### src/rtl/mci_pkg.sv
// Shared opcodes, instruction field positions and FSM/select enums for the
// multi-cycle MIPS-subset sequencer.
package mci_pkg;

  localparam logic [5:0] OP_RTYPE = 6'b000000;
  localparam logic [5:0] OP_BEQ   = 6'b000100;
  localparam logic [5:0] OP_BNE   = 6'b000101;
  localparam logic [5:0] OP_J     = 6'b000010;
  localparam logic [5:0] OP_HALT  = 6'b111111;

  localparam int unsigned OP_MSB   = 31;
  localparam int unsigned OP_LSB   = 26;
  localparam int unsigned RS_MSB   = 25;
  localparam int unsigned RS_LSB   = 21;
  localparam int unsigned RT_MSB   = 20;
  localparam int unsigned RT_LSB   = 16;
  localparam int unsigned RD_MSB   = 15;
  localparam int unsigned RD_LSB   = 11;
  localparam int unsigned IMM_MSB  = 15;
  localparam int unsigned IMM_LSB  = 0;
  localparam int unsigned JIDX_MSB = 25;
  localparam int unsigned JIDX_LSB = 0;

  typedef enum logic [2:0] {
    StFetch,
    StDecode,
    StExec,
    StBranch,
    StWb,
    StHalt
  } state_e;

  typedef enum logic [1:0] {
    PcSelPlus,
    PcSelBranch,
    PcSelJump
  } pc_sel_e;

endpackage

### src/rtl/mci_next_pc.sv
// Combinational PC arithmetic: sequential increment, branch target, jump
// target and the final next-PC select.
module mci_next_pc
  import mci_pkg::*;
#(
  parameter int unsigned ADDR_W     = 32,
  parameter int unsigned INST_BYTES = 4
) (
  input  logic [ADDR_W-1:0] pc,
  input  logic [ADDR_W-1:0] base,
  input  logic [15:0]       imm,
  input  logic [25:0]       jidx,
  input  pc_sel_e           sel,
  output logic [ADDR_W-1:0] pc_plus,
  output logic [ADDR_W-1:0] next_pc
);

  logic [ADDR_W-1:0] imm_ext;
  logic [ADDR_W-1:0] branch_tgt;
  logic [ADDR_W-1:0] jump_tgt;

  assign pc_plus    = pc + ADDR_W'(INST_BYTES);
  assign imm_ext    = {{(ADDR_W-16){imm[15]}}, imm};
  assign branch_tgt = base + (imm_ext << 2);

  // The region bits above the 28-bit jump field only exist for ADDR_W > 28.
  if (ADDR_W > 28) begin : g_jump_region
    assign jump_tgt = {base[ADDR_W-1:28], jidx, 2'b00};
  end else begin : g_jump_flat
    assign jump_tgt = {jidx, 2'b00};
  end

  always_comb begin
    next_pc = base;
    unique case (sel)
      PcSelBranch: next_pc = branch_tgt;
      PcSelJump:   next_pc = jump_tgt;
      default:     next_pc = base;
    endcase
  end

endmodule

### src/rtl/mci_seq_ctrl.sv
// Multi-cycle sequencer: owns PC/IR and steps each instruction through
// fetch, decode, execute and branch/writeback, resolving BEQ/BNE/J itself.
module mci_seq_ctrl
  import mci_pkg::*;
#(
  parameter int unsigned       ADDR_W     = 32,
  parameter int unsigned       DATA_W     = 32,
  parameter logic [ADDR_W-1:0] RESET_PC   = '0,
  parameter int unsigned       INST_BYTES = 4,
  parameter int unsigned       CNT_W      = 16
) (
  input  logic              clk,
  input  logic              rst_n,
  output logic              im_req,
  output logic [ADDR_W-1:0] im_addr,
  input  logic              im_ack,
  input  logic [DATA_W-1:0] im_rdata,
  output logic [ADDR_W-1:0] pc,
  output logic [DATA_W-1:0] ir,
  output logic [4:0]        rs_addr,
  output logic [4:0]        rt_addr,
  output logic [4:0]        rd_addr,
  output logic              alu_start,
  input  logic              alu_done,
  input  logic              alu_zero,
  output logic              reg_we,
  output logic              pcsrc,
  output logic              halted,
  output logic              illegal,
  output logic [CNT_W-1:0]  retired
);

  state_e            state_q, state_d;
  logic [ADDR_W-1:0] pc_q, pc_d;
  logic [DATA_W-1:0] ir_q, ir_d;
  logic [ADDR_W-1:0] pc_plus_q, pc_plus_d;
  logic [CNT_W-1:0]  retired_q, retired_d;
  logic              halted_q, halted_d;
  logic              illegal_q, illegal_d;
  logic              zero_q, zero_d;
  logic              exec_first_q, exec_first_d;

  logic [5:0]        opcode;
  logic              is_alu_op;
  logic              taken;
  pc_sel_e           pc_sel;
  logic [ADDR_W-1:0] pc_inc;
  logic [ADDR_W-1:0] next_pc;

  assign opcode    = ir_q[OP_MSB:OP_LSB];
  assign is_alu_op = (opcode == OP_RTYPE) || (opcode == OP_BEQ) || (opcode == OP_BNE);
  assign taken     = ((opcode == OP_BEQ) && zero_q) || ((opcode == OP_BNE) && !zero_q);

  // Kept apart from the FSM block so next_pc never feeds back into its own select.
  always_comb begin
    pc_sel = PcSelPlus;
    if (state_q == StExec && opcode == OP_J) begin
      pc_sel = PcSelJump;
    end else if (state_q == StBranch && taken) begin
      pc_sel = PcSelBranch;
    end
  end

  mci_next_pc #(
    .ADDR_W     (ADDR_W),
    .INST_BYTES (INST_BYTES)
  ) u_next_pc (
    .pc      (pc_q),
    .base    (pc_plus_q),
    .imm     (ir_q[IMM_MSB:IMM_LSB]),
    .jidx    (ir_q[JIDX_MSB:JIDX_LSB]),
    .sel     (pc_sel),
    .pc_plus (pc_inc),
    .next_pc (next_pc)
  );

  always_comb begin
    state_d      = state_q;
    pc_d         = pc_q;
    ir_d         = ir_q;
    pc_plus_d    = pc_plus_q;
    retired_d    = retired_q;
    halted_d     = halted_q;
    illegal_d    = illegal_q;
    zero_d       = zero_q;
    exec_first_d = 1'b0;
    im_req       = 1'b0;
    alu_start    = 1'b0;
    reg_we       = 1'b0;
    pcsrc        = 1'b0;

    unique case (state_q)
      StFetch: begin
        im_req = 1'b1;
        if (im_ack) begin
          ir_d      = im_rdata;
          pc_plus_d = pc_inc;
          state_d   = StDecode;
        end
      end
      StDecode: begin
        exec_first_d = 1'b1;
        state_d      = StExec;
      end
      StExec: begin
        if (is_alu_op) begin
          alu_start = exec_first_q;
          if (alu_done) begin
            zero_d  = alu_zero;
            state_d = (opcode == OP_RTYPE) ? StWb : StBranch;
          end
        end else if (opcode == OP_J) begin
          pc_d      = next_pc;
          pcsrc     = 1'b1;
          retired_d = retired_q + CNT_W'(1);
          state_d   = StFetch;
        end else if (opcode == OP_HALT) begin
          halted_d  = 1'b1;
          retired_d = retired_q + CNT_W'(1);
          state_d   = StHalt;
        end else begin
          illegal_d = 1'b1;
          pc_d      = next_pc;
          retired_d = retired_q + CNT_W'(1);
          state_d   = StFetch;
        end
      end
      StBranch: begin
        pcsrc     = taken;
        pc_d      = next_pc;
        retired_d = retired_q + CNT_W'(1);
        state_d   = StFetch;
      end
      StWb: begin
        reg_we    = 1'b1;
        pc_d      = next_pc;
        retired_d = retired_q + CNT_W'(1);
        state_d   = StFetch;
      end
      StHalt: state_d = StHalt;
      default: state_d = StFetch;
    endcase
  end

  always_ff @(posedge clk or negedge rst_n) begin
    if (!rst_n) begin
      state_q      <= StFetch;
      pc_q         <= RESET_PC;
      ir_q         <= '0;
      pc_plus_q    <= '0;
      retired_q    <= '0;
      halted_q     <= 1'b0;
      illegal_q    <= 1'b0;
      zero_q       <= 1'b0;
      exec_first_q <= 1'b0;
    end else begin
      state_q      <= state_d;
      pc_q         <= pc_d;
      ir_q         <= ir_d;
      pc_plus_q    <= pc_plus_d;
      retired_q    <= retired_d;
      halted_q     <= halted_d;
      illegal_q    <= illegal_d;
      zero_q       <= zero_d;
      exec_first_q <= exec_first_d;
    end
  end

  assign im_addr = pc_q;
  assign pc      = pc_q;
  assign ir      = ir_q;
  assign rs_addr = ir_q[RS_MSB:RS_LSB];
  assign rt_addr = ir_q[RT_MSB:RT_LSB];
  assign rd_addr = ir_q[RD_MSB:RD_LSB];
  assign halted  = halted_q;
  assign illegal = illegal_q;
  assign retired = retired_q;

endmodule

### config.mk
export PLATFORM = sky130hd
export DESIGN_NAME = mci_seq_ctrl
export DESIGN_NICKNAME = d
export VERILOG_FILES = /design/src/rtl/mci_pkg.sv /design/src/rtl/mci_next_pc.sv /design/src/rtl/mci_seq_ctrl.sv
export SDC_FILE = /design/constraint.sdc
export NUM_CORES = 1
export LEC_CHECK = 0
export ABC_AREA = 1
export CAP_MARGIN = 20
export CORE_ASPECT_RATIO = 0.75
export CORE_MARGIN = 2
export CORE_UTILIZATION = 57
export CTS_CLUSTER_DIAMETER = 150
export DETAILED_ROUTE_END_ITERATION = 16
export HOLD_SLACK_MARGIN = 0.15
export PLACE_DENSITY = 0.87
export SETUP_SLACK_MARGIN = 0.15
export SKIP_CTS_REPAIR_TIMING = 1
export SYNTH_ARGS = -nofsm -noshare
export SYNTH_HDL_FRONTEND = slang
export SYNTH_SLANG_ARGS = --single-unit
export TNS_END_PERCENT = 100
### constraint.sdc
create_clock -name clk -period 4.05 [get_ports clk]
set_clock_uncertainty 0.15 [all_clocks]
set_input_delay 0.81 -clock clk [delete_from_list [all_inputs] [get_ports clk]]
set_output_delay 0.81 -clock clk [all_outputs]
set_load 0.005 [all_outputs]
# Yosys cells after proc, flatten, opt, wreduce, memory -nomap -nowiden
# Cells that the tools add are included.
dict set report op_classes {
  n_lt_le_gt_ge 0
  multipliers 0
  add_sub_neg 3
  shift 0
  n_mux 24
  div 0
  n_eq_ne 15
  bitwise 3
  n_reduce_logical 19
}
# cell count
set op_table {}
lappend op_table {{one-hot mux 32 bit (2 select lines)} 2}
lappend op_table {{two-way mux 32 bit} 3}
lappend op_table {{adder 32 x 3 -> 32 bit, second input constant} 1}
lappend op_table {{adder 32 bit} 1}
lappend op_table {{one-hot mux 16 bit (2 select lines)} 1}
lappend op_table {{two-way mux 3 bit} 6}
lappend op_table {{adder 16 x 1 -> 16 bit, second input constant} 1}
lappend op_table {{two-way mux 16 bit} 1}
lappend op_table {{equality test 6 x 3 -> 1 bit, second input constant} 2}
lappend op_table {{one-hot mux 3 bit (4 select lines)} 1}
lappend op_table {{two-way mux 1 bit} 8}
lappend op_table {{AND reduction 4 bit} 2}
lappend op_table {{equality test 3 x 2 -> 1 bit, second input constant} 2}
lappend op_table {{equality test 3 bit, second input constant} 2}
lappend op_table {{equality test 6 x 2 -> 1 bit, second input constant} 1}
lappend op_table {{equality test 6 bit, second input constant} 1}
lappend op_table {{zero test 6 bit} 1}
lappend op_table {{!= test 3 bit, second input constant} 2}
lappend op_table {{AND reduction 2 bit} 3}
lappend op_table {{AND reduction 3 bit} 2}
lappend op_table {{logical AND 1 bit} 4}
lappend op_table {{!= test 2 bit, second input constant} 2}
lappend op_table {{equality test 3 x 1 -> 1 bit, second input constant} 1}
lappend op_table {{zero test 3 bit} 1}
lappend op_table {{9 further kinds} 13}
dict set report totals {
  mem_count 0
  romBits 0
  ramBits 0
  ff_bits 119
  latch_bits 0
  elab_cells 73
}

# Longest topological paths before layout
# Gate-level depths: netlist of the first run.
dict set report logic_depth {
  word_depth 12
  mapped_depth 14
  ltp_nobuf 14
}

# Cells and area by module
# From an unflattened synthesis of the first run, not the netlist that was laid out.
dict set report unflattened {
  hier_cells 1202
  area_unflattened_um2 8937.3
}
# module area_per_inst_um2 cells_each seq_area_each_um2 instances
set modules_own_cells {}
lappend modules_own_cells {mci_seq_ctrl 5619.1 533 2977.9 1}
lappend modules_own_cells {mci_next_pc 3318.2 669 0.0 1}

# Least setup slack after synthesis of the first run
# Ideal clock, no wire load.
dict set report synth_path {
  kind {register -> output}
  start {register ir_q[29] (netlist: ir[29])}
  end {output port pcsrc}
  arrival_time_ns 1.222
  path_stages_with_launch 7
  required_time_ns 3.090
  path_slack_ns 1.868
  cell_sequence {dfrtp_1 -> nor2_1 -> nand4_1 -> nor2_4 -> inv_2 -> nand2_2 -> buf_4}
}
dict set report synth_via {
  elab_chain_cells 5
  word_cells_on_any_way 12
  cone_classes {eq/ne: 3; mux: 3; reduce/logical: 6}
}
# element line_no
set synth_lines {}
lappend synth_lines {{start: declaration} mci_seq_ctrl.sv:35} ;# logic [DATA_W-1:0] ir_q, ir_d;
lappend synth_lines {{start signal: assignment} mci_seq_ctrl.sv:159} ;# ir_q <= ir_d;
lappend synth_lines {{equality test 6 x 3 -> 1 bit / zero test 6 bit (equally long branches)} {mci_seq_ctrl.sv:51, mci_seq_ctrl.sv:52}}
lappend synth_lines {{logical OR 1 bit (2 in a row)} mci_seq_ctrl.sv:51} ;# assign is_alu_op = (opcode == OP_RTYPE) || (opcode == OP_BEQ) || (opcode == OP_BNE);
lappend synth_lines {{two-way mux 1 bit} mci_seq_ctrl.sv:106} ;# if (is_alu_op) begin
lappend synth_lines {{one-hot mux 1 bit (2 select lines) *} mci_seq_ctrl.sv:92} ;# unique case (state_q)
lappend synth_lines {{end: declaration} mci_seq_ctrl.sv:27} ;# output logic pcsrc,
# Every way passes the cells marked *; elsewhere a longest branch is shown, timed or not.

# Final worst setup path of the first run
# Ends and elaborated chain as after synthesis.

==> impl_metrics.csv, run 1 <==
group,metric,value,unit
run_status,status,"completed",
critical_path,required,3.09,ns
critical_path,cp_max_fo,28,
critical_path,worstPathArrival,2.66,ns
route,drc_errors,0,
placement,dp_hpwl,20.3,mm
yosys,ys_ff_latch,119,
route,first_pass_iters,11,
timing,setup_viol,0,
global_route,overflow,0,
yosys,synthCells,1278,
timing,worstMarginPinSlew,0.911,ns
clocking,clockBufferDepth,2,
power_and_ir_drop,ir_worst_vdd,0.403,mV
critical_path,crit_type,"reg2out",
hold_path,hold_start,"halted",
cells_and_area,syn_to_final_growth,24.9,%
yosys,syn_area,8640,µm²
floorplanning,rows,38,
timing,min_period_over_period,89.3,%
clocking,htree_levels,4,
critical_path,critPathLaunchType,"flop",
clocking,cts_sinks,119,
route,postRouteAntennaNets,0,
critical_path,slowest_stage,"clkdlybuf4s50_1",
power_and_ir_drop,power_density,857,nW/µm²
global_route,grt_max_degree,71,
placement,placed_cells,1576,
critical_path,endpoint_kind,"output pin",
yosys,yosysSeqAreaShare,34.5,%
cells_and_area,nNetsFinal,1464,
placement,dp_slack,0.926,ns
floorplanning,dieArea,16200,µm²
clocking,cts_tree,"built",
yosys,netlist.area_leader.share,34.5,%
global_route,grt_pass1_vias,8502,
yosys,syn_nets,1347,
route,vias_per_cell,5.70,
timing,clock.fmax,0.276,GHz
cells_and_area,final_layout_size_suffix_gt1_share,4.69,%
yosys,avgSynthCellArea,6.76,µm²
timing,maxSlewViolCount,0,
timing,finalCriticalPeriod,3.62,ns
clocking,clk_pin_slew,0.06,ns
critical_path,max_stage_delay,0.59,ns
route,drtIter0Drc,1125,
global_route,grt_pass1_wl,44.1,mm
cells_and_area,fin_cells,1606,
critical_path,critPathLaunch,"ir[29]",
critical_path,cp_cell_sequence,"nor2_1 > nand4_1 > nor2_4 > inv_2 > nand2_2 > clkdlybuf4s50_1",
clocking,root_buffer,"clkbuf_16",
yosys,synth_cell_types,38,
route,vias,9160,
floorplanning,dieHeight,111,µm
cells_and_area,fillers,1112,
hold_path,min_path_type,"reg2reg",
yosys,synth_top_area_cell,"dfrtp_1",
route,finalWirelength,28.2,mm
critical_path,r2r_start,"pc_plus_q[2]",
floorplanning,die_w,146,µm
power_and_ir_drop,p_total,9.26,mW
timing,fin_tns_setup,0,ns
yosys,synth_area_leaders,"dfrtp_1 (34%), nand2_1 (18%), inv_1 (8.2%), nor2_1 (4.9%), buf_4 (4.7%)",
power_and_ir_drop,p_leak,5.25,nW
placement,gp_congestion,1.07,
yosys,synth_warnings,0,
timing,grt_setup_unrepaired,"no",
cells_and_area,antenna_cells,0,
global_route,grt_antenna_before_repair,0,
floorplanning,initial_core_util,59.0,%
job,maxCapViolations,0,
timing,maxSlewHeadroom,39.2,%
placement,port_buffers,169,
floorplanning,pin_count,170,
route,wl_per_cell,17.5,µm
floorplanning,core,14600,µm²
clocking,clk-insertion-delay-late,0.41,ns
timing,final_hold_viol_count,0,
clocking,cts_buffers,17,
timing,setup_ws,0.432,ns
global_route,grtUsageTotal,34.5,%
-- report_power, final --
part	internal (mW)	switching, mW	leakage, nW
sequential	1.66	0.744	1.49
clock	1.26	0.539	0.339
combinational	2.13	2.93	3.42
total	5.05	4.21	5.25
-- layer usage --
layer,vias up,track usage (%),share of wire (%)
met5,-,0,0
met4,0,13.8,3.8
met3,115,8.80,13
met2,620,54.4,45
met1,4220,45.6,39
li1,4205,-,-
-- cell usage after synthesis, drive strengths merged --
library cell / instances
fa: 1
o211ai: 1
o22ai: 15
nor3: 20
clkbuf: 7
nand2: 412
buf: 69
a211oi: 1
a31oi: 2
a31o: 1
or2: 7
nand4: 19
and2: 8
nand3b: 7
a21o: 2
xnor2: 10
mux2: 1
o21ai: 85
nand3: 68
ha: 31
a21oi: 45
nor4: 6
inv: 192
dfrtp: 119
o21bai: 1
xor2: 30
nor3b: 2
nor2: 116
-- path summary, 6_finish.rpt --
kind	end	slack (ns)	depth (start not counted)
setup / recovery	pcsrc	0.43	6
hold / removal	halted	0.32	2
setup reg to reg	im_addr[18]	1.39	12
hold reg to reg	halted	0.32	2
max in group asynchronous	ir[26]	2.58	2
min in group asynchronous	ir[23]	0.37	1
-- flip-flops by register name (all words and copies together), names as in the netlist --
register      count
im_addr          32
ir               32
pc_plus_q        32
retired          16
state_q           3
exec_first_q      1
halted            1
illegal           1
zero_q            1
-- cells in the final DEF (no fill, tap or decap), types with 30 or more instances in the layout --
cell             synthesis  routed
nand2_1                407     407
inv_1                  188     187
clkdlybuf4s50_1          0     168
dfrtp_1                119     119
nor2_1                 112     112
o21ai_0                 73      73
nand3_1                 68      68
a21oi_1                 43      43
ha_1                    31      31
xor2_1                  30      30
-- critical path: cells and delay by family, from the launching register on --
family	cells	cell delay, ns
AND/OR/NAND/NOR	4	0.93
flip-flops	1	0.47
buffers and inverters	2	0.83
-- cells by family after synthesis --
logic type	share of synthesized area, %
buffers and inverters	14.6
flip-flops	34.5
adder cells (fa/ha/maj)	4.72
AO/OA/AOI/OAI	9.53
multiplexers	0.130
XOR/XNOR	4.05
AND/OR/NAND/NOR	32.6
-- cell type report --
cell class / instances / area (µm²) / area share (%)
multi-input combinational: 891 / 4410 / 40.8
clock inverter: 9 / 220 / 2.04
sequential: 119 / 2980 / 27.6
timing repair buffer: 174 / 1750 / 16.2
inverter: 192 / 721 / 6.67
tap: 200 / 250 / 2.32
clock buffer: 21 / 470 / 4.36
-- metrics by stage --
stage               hold WS (ns)  area [µm²]  utilization [%]
finish                     0.319       10800             73.7
global route               0.341       10800             73.7
CTS                        0.319       10800             73.7
detailed placement         0.305       10100             69.0
global placement           0.304       10100             69.0
floorplan                  0.304        8640                -
(Power assumes the default switching activity.)
==> inputs of run 2 (changes only) <==
--- a/config.mk
+++ b/config.mk
@@ -5,15 +5,14 @@
 export SDC_FILE = /design/constraint.sdc
 export NUM_CORES = 1
 export LEC_CHECK = 0
-export ABC_AREA = 1
-export CAP_MARGIN = 20
+export CAP_MARGIN = 25
 export CORE_ASPECT_RATIO = 0.75
 export CORE_MARGIN = 2
-export CORE_UTILIZATION = 57
+export CORE_UTILIZATION = 55
 export CTS_CLUSTER_DIAMETER = 150
 export DETAILED_ROUTE_END_ITERATION = 16
 export HOLD_SLACK_MARGIN = 0.15
-export PLACE_DENSITY = 0.87
+export PLACE_DENSITY = 0.86
 export SETUP_SLACK_MARGIN = 0.15
 export SKIP_CTS_REPAIR_TIMING = 1
 export SYNTH_ARGS = -nofsm -noshare
==> run 2 against run 1 <==
Effect of this change:
- flip-flop and latch count stayed put
- sequential power is 51% lower
- synthesized cell count is 32% lower
- sequential share of layout area grew 3.4 points
- first-iteration DRC count fell by 32%
- setup slack gained 0.26 ns
- design area decreased by 11%
- total power fell by 70%
- wire length decreased by 25%
- worst hold slack lost 0.059 ns
- synthesized area shrank 13%
- critical path type unchanged
- largest cell class unchanged
==> impl_metrics.csv, run 2 <==
group,metric,value,unit
power_and_ir_drop,swShare,23.4,%
clocking,cts_sinks,119,
placement,port_buffers,169,
cells_and_area,fin_cells,1165,
yosys,ys_async_sr_fraction,100,%
floorplanning,initial_core_util,55.6,%
critical_path,r2r_cells,9,
cells_and_area,final_layout_size_suffix_gt1_share,7.17,%
cells_and_area,nNetsFinal,1046,
cells_and_area,finalInstanceArea,9620,µm²
yosys,ys_ff_latch,119,
hold_path,min_path_type,"in2async",
global_route,overflow,0,
placement,gp_congestion,0.915,
critical_path,cp_max_fo,14,
power_and_ir_drop,p_leak,4.31,nW
timing,min_period_over_period,83.0,%
global_route,grt_antenna_before_repair,0,
timing,grt_setup_unrepaired,"no",
route,wl_per_cell,18.1,µm
yosys,syn_nets,941,
yosys,synth_area_leaders,"dfrtp_1 (39%), nand2_1 (9.1%), ha_1 (5.1%), buf_4 (5.1%), xnor2_1 (4.2%)",
power_and_ir_drop,p_total,2.81,mW
power_and_ir_drop,combPwrFrac,2.2,%
yosys,synth_edf_count,0,
yosys,syn_area,7540,µm²
power_and_ir_drop,p_int,2.15,mW
global_route,grt_pass1_wl,34.5,mm
floorplanning,core,13600,µm²
route,first_pass_iters,5,
placement,placed_area,9020,µm²
global_route,grt_max_degree,83,
critical_path,r2r_slack,0.82,ns
critical_path,endpoint_kind,"output pin",
critical_path,crit_type,"reg2out",
critical_path,required,3.09,ns
yosys,synth_cell_types,70,
timing,setup_ws,0.690,ns
timing,fin_tns_setup,0,ns
critical_path,critPathLaunchType,"flop",
floorplanning,dieArea,14700,µm²
timing,finalCriticalPeriod,3.36,ns
clocking,clockBufferDepth,2,
global_route,grtUsageTotal,29.3,%
yosys,yosysSeqAreaShare,39.5,%
timing,maxSlewHeadroom,45.1,%
job,maxCapViolations,0,
yosys,netlist.area_leader.share,39.5,%
critical_path,r2r-end,"im_addr[28]",
yosys,synth_top_area_cell,"dfrtp_1",
route,postRouteAntennaNets,0,
timing,final_hold_viol_count,0,
timing,worstMarginPinSlew,0.824,ns
clocking,clk-insertion-delay-late,0.42,ns
power_and_ir_drop,clkPwrFrac,55.5,%
clocking,cts_tree,"built",
critical_path,worstPathArrival,2.40,ns
cells_and_area,antenna_cells,0,
floorplanning,rows,37,
yosys,synth_most_common_cell,"nand2_1",
power_and_ir_drop,seq_power_share,42.3,%
placement,dp_hpwl,14.7,mm
yosys,synth_commonest_cells,"nand2_1 (182), dfrtp_1 (119), nor2_1 (66), buf_4 (51), a21oi_1 (42)",
yosys,synthCells,872,
route,vias,6937,
run_status,status,"completed",
floorplanning,dieHeight,105,µm
floorplanning,pin_count,170,
critical_path,r2r_start,"ir[15]",
route,drtIter0Drc,760,
timing,clock.fmax,0.298,GHz
timing,setup_viol,0,
global_route,grt_pass1_vias,6580,
yosys,ys.flop_type,"dfrtp_1",
floorplanning,die_w,139,µm
clocking,cts_buffers,17,
clocking,root_buffer,"clkbuf_16",
power_and_ir_drop,power_density,292,nW/µm²
cells_and_area,fillers,1018,
cells_and_area,layout_commonest_cell,"nand2_1",
route,vias_per_cell,5.95,
power_and_ir_drop,ir_worst_vdd,0.305,mV
cells_and_area,syn_to_final_growth,27.6,%
route,drc_errors,0,
placement,dp_slack,0.957,ns
clocking,clk_pin_slew,0.06,ns
timing,maxSlewViolCount,0,
yosys,synth_warnings,0,
cells_and_area,layout_common_cells,"nand2_1 (181), clkdlybuf4s50_1 (168), dfrtp_1 (119), nor2_1 (65), a21oi_1 (42)",
power_and_ir_drop,p_sw,0.659,mW
placement,placed_cells,1133,
route,finalWirelength,21.1,mm
yosys,avgSynthCellArea,8.65,µm²
clocking,htree_levels,4,
-- run 2: cell families (layout without fill, tap and decap cells) --
kind of cell	count (synthesis)	after routing	share of synthesized area, %
fa+ha+maj	32	32	5.41
flops	119	119	39.5
simple gates	351	351	20.7
compound gates	195	195	18.1
buf+inv	105	223	8.06
mux	3	3	0.498
xor+xnor	67	67	7.78
-- run 2: power groups by stage --
stage | Sequential [mW] | Combinational (mW) | Clock, mW
2_1_floorplan | 1.21 | 0.00136 | 0
3_3_place_gp | 1.21 | 0.0627 | 0
3_5_place_dp | 1.21 | 0.0629 | 0
4_1_cts | 1.19 | 0.0632 | 1.57
5_1_grt | 1.19 | 0.0690 | 1.62
6_report | 1.19 | 0.0615 | 1.56
-- run 2: critical path: stages (launching register included) --
cell and delay, ns:
dfrtp_1 0.43, nor4_2 0.47, and3_1 0.22, buf_4 0.23, nor2_2 0.07, inv_1 0.06
clkdlybuf4s50_1 0.50
-- run 2: layout make-up --
class | instances | area [µm²] | area share (%)
multi-input combinational | 648 | 3970 | 41.3
sequential | 119 | 2980 | 30.9
tap | 175 | 219 | 2.28
clock buffer | 17 | 425 | 4.42
inverter | 13 | 48.8 | 0.507
clock inverter | 15 | 179 | 1.86
timing repair buffer | 178 | 1800 | 18.7
-- run 2: through the flow --
step	hold WS, ns	utilization, %
final	0.260	70.9
after global routing	0.317	70.9
after CTS	0.286	70.9
after detailed placement	0.316	66.5
after global placement	0.303	66.3
after floorplan	0.296	-
-- run 2: layer usage --
layer	up-vias	GRT usage (%)	routed length, µm
li1	3230	-	-
met1	3346	42.2	9520
met2	331	44.7	9370
met3	30	6.68	1880
met4	0	8.37	354
met5	-	0	0
-- run 2: worst max-delay path by stage --
stage | startpoint | to | slack [ns] | depth (start not counted)
global route | ir[31] | pcsrc | 0.58 | 6
finish | ir[31] | pcsrc | 0.69 | 6
CTS | ir[31] | pcsrc | 0.69 | 6
detailed placement | ir[15] | im_addr[28] | 0.96 | 9
floorplan | ir[15] | im_addr[31] | 1.25 | 9
global placement | ir[15] | im_addr[28] | 1.00 | 9
